**config.mk**
```make
export PLATFORM = sky130hd
export DESIGN_NAME = mem_access_unit
export DESIGN_NICKNAME = d
export VERILOG_FILES = /design/src/rtl/mem_access_unit.sv
export SDC_FILE = /design/constraint.sdc
export NUM_CORES = 1
export LEC_CHECK = 0
export ABC_AREA = 0
export ABC_CLOCK_PERIOD_IN_PS = 7100
export CAP_MARGIN = 20
export CORE_ASPECT_RATIO = 2
export CORE_MARGIN = 1
export CORE_UTILIZATION = 50
export CTS_CLUSTER_SIZE = 25
export DETAILED_ROUTE_END_ITERATION = 6
export PLACE_DENSITY_LB_ADDON = 0.12
export SLEW_MARGIN = 10
export SYNTH_ARGS = -nofsm -noshare
export SYNTH_HDL_FRONTEND = slang
export SYNTH_SLANG_ARGS = --single-unit
```
**constraint.sdc**
```tcl
create_clock -name clk -period 7.1 [get_ports clk]
set_input_delay 2.13 -clock clk [delete_from_list [all_inputs] [get_ports clk]]
set_output_delay 2.13 -clock clk [all_outputs]
set_load 0.01 [all_outputs]
```
**src/rtl/mem_access_unit.sv**
```systemverilog
// Memory access unit: 4-entry store buffer with load forwarding in front of a
// single-port data memory. Loads that miss the buffer take one LOAD cycle.
module mem_access_unit #(
   parameter int unsigned bit_size = 15
) (
   input  logic              clk,
   input  logic              rst_n,
   input  logic              req_valid,
   output logic              req_ready,
   input  logic              req_write,
   input  logic [11:0]       req_addr,
   input  logic [bit_size:0] req_wdata,
   output logic              rsp_valid,
   output logic [bit_size:0] rsp_data,
   output logic              sb_empty,
   output logic              mem_read,
   output logic              mem_write,
   output logic [11:0]       mem_addr,
   output logic [bit_size:0] mem_value,
   input  logic [bit_size:0] mem_out
);

   typedef enum logic [1:0] {StIdle, StLoad, StDrain} state_e;

   state_e            state_q, state_d;
   logic [2:0]        count_q, count_d;
   logic [1:0]        head_q, head_d;
   logic [1:0]        tail_q, tail_d;
   logic [11:0]       load_addr_q, load_addr_d;
   logic              rsp_valid_q, rsp_valid_d;
   logic [bit_size:0] rsp_data_q, rsp_data_d;
   logic [11:0]       sb_addr_q [4];
   logic [bit_size:0] sb_data_q [4];

   logic              accept;
   logic              push;
   logic              hit;
   logic [bit_size:0] hit_data;

   assign req_ready = (state_q == StIdle) && (count_q < 3'd4);
   assign accept    = req_valid & req_ready;
   assign push      = accept & req_write;
   assign sb_empty  = (count_q == 3'd0);
   assign rsp_valid = rsp_valid_q;
   assign rsp_data  = rsp_data_q;

   // Walk oldest to youngest so the last match left standing is the youngest.
   always_comb begin
      hit      = 1'b0;
      hit_data = '0;
      for (int k = 0; k < 4; k++) begin
         if ((3'(k) < count_q) && (sb_addr_q[head_q + 2'(k)] == req_addr)) begin
            hit      = 1'b1;
            hit_data = sb_data_q[head_q + 2'(k)];
         end
      end
   end

   always_comb begin
      state_d     = state_q;
      count_d     = count_q;
      head_d      = head_q;
      tail_d      = tail_q;
      load_addr_d = load_addr_q;
      rsp_valid_d = 1'b0;
      rsp_data_d  = rsp_data_q;
      mem_read    = 1'b0;
      mem_write   = 1'b0;
      mem_addr    = '0;
      mem_value   = '0;
      case (state_q)
         StIdle: begin
            if (accept) begin
               if (req_write) begin
                  tail_d  = tail_q + 2'd1;
                  count_d = count_q + 3'd1;
               end else if (hit) begin
                  rsp_valid_d = 1'b1;
                  rsp_data_d  = hit_data;
               end else begin
                  load_addr_d = req_addr;
                  state_d     = StLoad;
               end
            end else if (count_q != 3'd0) begin
               state_d = StDrain;
            end
         end
         StLoad: begin
            mem_read    = 1'b1;
            mem_addr    = load_addr_q;
            rsp_valid_d = 1'b1;
            rsp_data_d  = mem_out;
            state_d     = StIdle;
         end
         StDrain: begin
            mem_write = 1'b1;
            mem_addr  = sb_addr_q[head_q];
            mem_value = sb_data_q[head_q];
            head_d    = head_q + 2'd1;
            count_d   = count_q - 3'd1;
            state_d   = StIdle;
         end
         default: state_d = StIdle;
      endcase
   end

   always_ff @(posedge clk) begin
      if (!rst_n) begin
         state_q     <= StIdle;
         count_q     <= '0;
         head_q      <= '0;
         tail_q      <= '0;
         load_addr_q <= '0;
         rsp_valid_q <= 1'b0;
         rsp_data_q  <= '0;
      end else begin
         state_q     <= state_d;
         count_q     <= count_d;
         head_q      <= head_d;
         tail_q      <= tail_d;
         load_addr_q <= load_addr_d;
         rsp_valid_q <= rsp_valid_d;
         rsp_data_q  <= rsp_data_d;
      end
   end

   // Entry storage needs no reset; validity is defined by head/count alone.
   always_ff @(posedge clk) begin
      if (push) begin
         sb_addr_q[tail_q] <= req_addr;
         sb_data_q[tail_q] <= req_wdata;
      end
   end

endmodule

```
==> results.tsv <==
metric	value	unit
numPortBuffers	96	
die_x	99.2	um
io_pins	97	
clk_latency	430	ps
worstSetupStartpointType	primary input	
synth_top_area_cell	edfxtp_1	
synth_area_leaders	edfxtp_1, mux4_2, dfxtp_1	
ys_dominant_reg_cell	edfxtp_1	
clk_pin_slew	60	ps
n_fill_cell	1464	
clockBufferDepth	2	
crit_chain	clkdlybuf4s50_1 -> xnor2_1 -> nand3_1 -> or4_1 -> and4_1 -> a21oi_1 -> o221ai_1 -> o211a_1	
timing.fmax	189	MHz
yosys.area_share.adder	0.0146	
cts_buffers	17	
vdd_drop_max	0.209	mV
synth_edf_count	112	
power_density	288	nW/um^2
cp_slowest_stage_delay	900	ps
antenna_left	0	
cp_slowest_cell	or4_1	
grt_pass1_wl	39200	um
setup_tns	0	ps
hold_viol_final	0	
start_util	0.513	
yosysWarnings	0	
dp.cells	947	
drc	0	
syn_inst	693	
run_status	completed	
routabilityCongestion	0.855	
synth_compound_area_frac	0.0848	
seq_area_frac_synth	0.441	
vias	6556	
rsz0062_at_grt	no	
drv_cap	0	
fin_crit	5300	ps
syn_area	9440	um^2
hp-class	flip-flop to flip-flop	
syn-num-nets	752	
grt_pass1_vias	6835	
hpwl	16900	um
dieArea	19500	um^2
muxShareOfSynthArea	0.279	
synth-simple-area-share	0.0906	
async_flop_share	0	
grt.overflow.total	0	
viasPerCell	6.70	
core_area	18400	um^2
worst_pin_slew	972	ps
path_buf_inv	1	
post-route-period-util	0.747	
antenna_cells	0	
cts_root_buf	clkbuf_16	
hold_buffers	0	
drt_iter0_drc	350	
required	7420	ps
dr.pass1.iters	5	
finalCoreUtilization	0.599	
cp.arrival	5620	ps
synth_top_family_by_area	multiplexers	
slew_viol_final	0	
ys_types	43	
ys_ff_latch	152	
grt_usage	0.276	
yosysTopAreaCellShare	0.356	
total_power	0.00318	W
clock-sinks	152	
layout.cells.non_filler	979	
die_h	196	um
path_class	primary input to flip-flop	
rows	70	
wl	25500	um
synth_most_common_cell	edfxtp_1	
leakage	3.57	nW
cts_tree	built	
setup_viol	0	
htree_levels	4	
yosys.area_share.xor_xnor	0.0510	
layout-drive-gt1-share	0.210	
wl_per_cell	26.1	um
synth.avg_cell_area	13.6	um^2
cp-end-kind	flip-flop	
max_slew_margin	0.352	
fin_worst_skew	12.3	ps
grt_start_max_net_pins	57	
post_cts_resized	0	
cts_setup_buffers	0	
syn_to_final_growth	16.7	%
layout.nets	809	
crit_fanout	17	
synth_common_cells	edfxtp_1, mux4_2, xnor2_1	
path_delay_family	simple AND/OR/NAND/NOR gates	
grt_antenna_before_repair	0	
## cell type report
cell class	instances	area (um^2)	area share
clock buffer	18	429	0.0389
clock inverter	14	138	0.0125
inverter	10	37.5	0.00341
multi-input combinational	460	4920	0.446
sequential	152	4170	0.379
tap	216	270	0.0245
timing repair buffer	109	1050	0.0956
## power by group
part           switching (W)  internal (W)
combinational       0.000507      0.000598
clock               0.000392      0.000493
sequential          0.000151       0.00104
## tightest hold or removal path: cells and delay by family (launching register included)
kind,cells,cell delay [ps]
compound gates,1,60
flops,1,330
simple gates,1,60
## kinds of logic after synthesis
family / count (synthesis)
flip-flops: 152
AND/OR/NAND/NOR: 150
multiplexers: 132
AO/OA/AOI/OAI: 112
buffers and inverters: 81
XOR/XNOR: 55
adder cells (fa/ha/maj): 11
## metal layers
metal	routed length (um)	vias up	global-route usage
met5	0	-	0
met4	1190	0	0.161
met3	1480	62	0.0387
met2	14200	318	0.507
met1	8680	3337	0.298
li1	-	2839	-
## metrics by stage
step                hold slack [ps]  cell area, um^2  setup slack [ps]
global route                    520            11000              1730
global placement                463            10500              1490
CTS                             487            11000              1900
floorplan                       450             9440              2760
finish                          486            11000              1800
detailed placement              478            10500              1450
## final timing paths
path | end | slack, ps | start | cells past startpoint
worst max register to register | rsp_data[10] | 2510 | head_q[0] | 10
worst min-delay path | state_q[1] | 490 | state_q[1] | 2
worst min register to register | state_q[1] | 490 | state_q[1] | 2
worst max-delay path | rsp_data[7] | 1800 | req_addr[1] | 8
## cells in the final DEF, fill, tap and decap left out, types with 5 or more instances in the layout
master and count:
edfxtp_1 112, mux4_2 105, clkdlybuf4s50_1 95, xnor2_1 49, nor2b_1 43, dfxtp_1 36, and2_1 28, nand2_1 27
mux2i_1 24, a21oi_1 21, a31oi_1 19, o21ai_0 19, o221ai_1 18, nand2b_1 17, clkbuf_16 17, o211a_1 16
buf_4 13, a22oi_1 12, inv_1 10, nand4_1 9, ha_1 9, nand3_1 7, xor2_1 6, nor2_1 5
inv_6 5
## sequential cells by signal (all words and copies together), names as in the netlist, named ones only
signal,cells
sb_data_q,64
head_q,2
count_q,3
rsp_valid,1
sb_addr_q,48
rsp_data,16
tail_q,2
load_addr_q,12
state_q,2
Power figures use the tool's default switching activity.
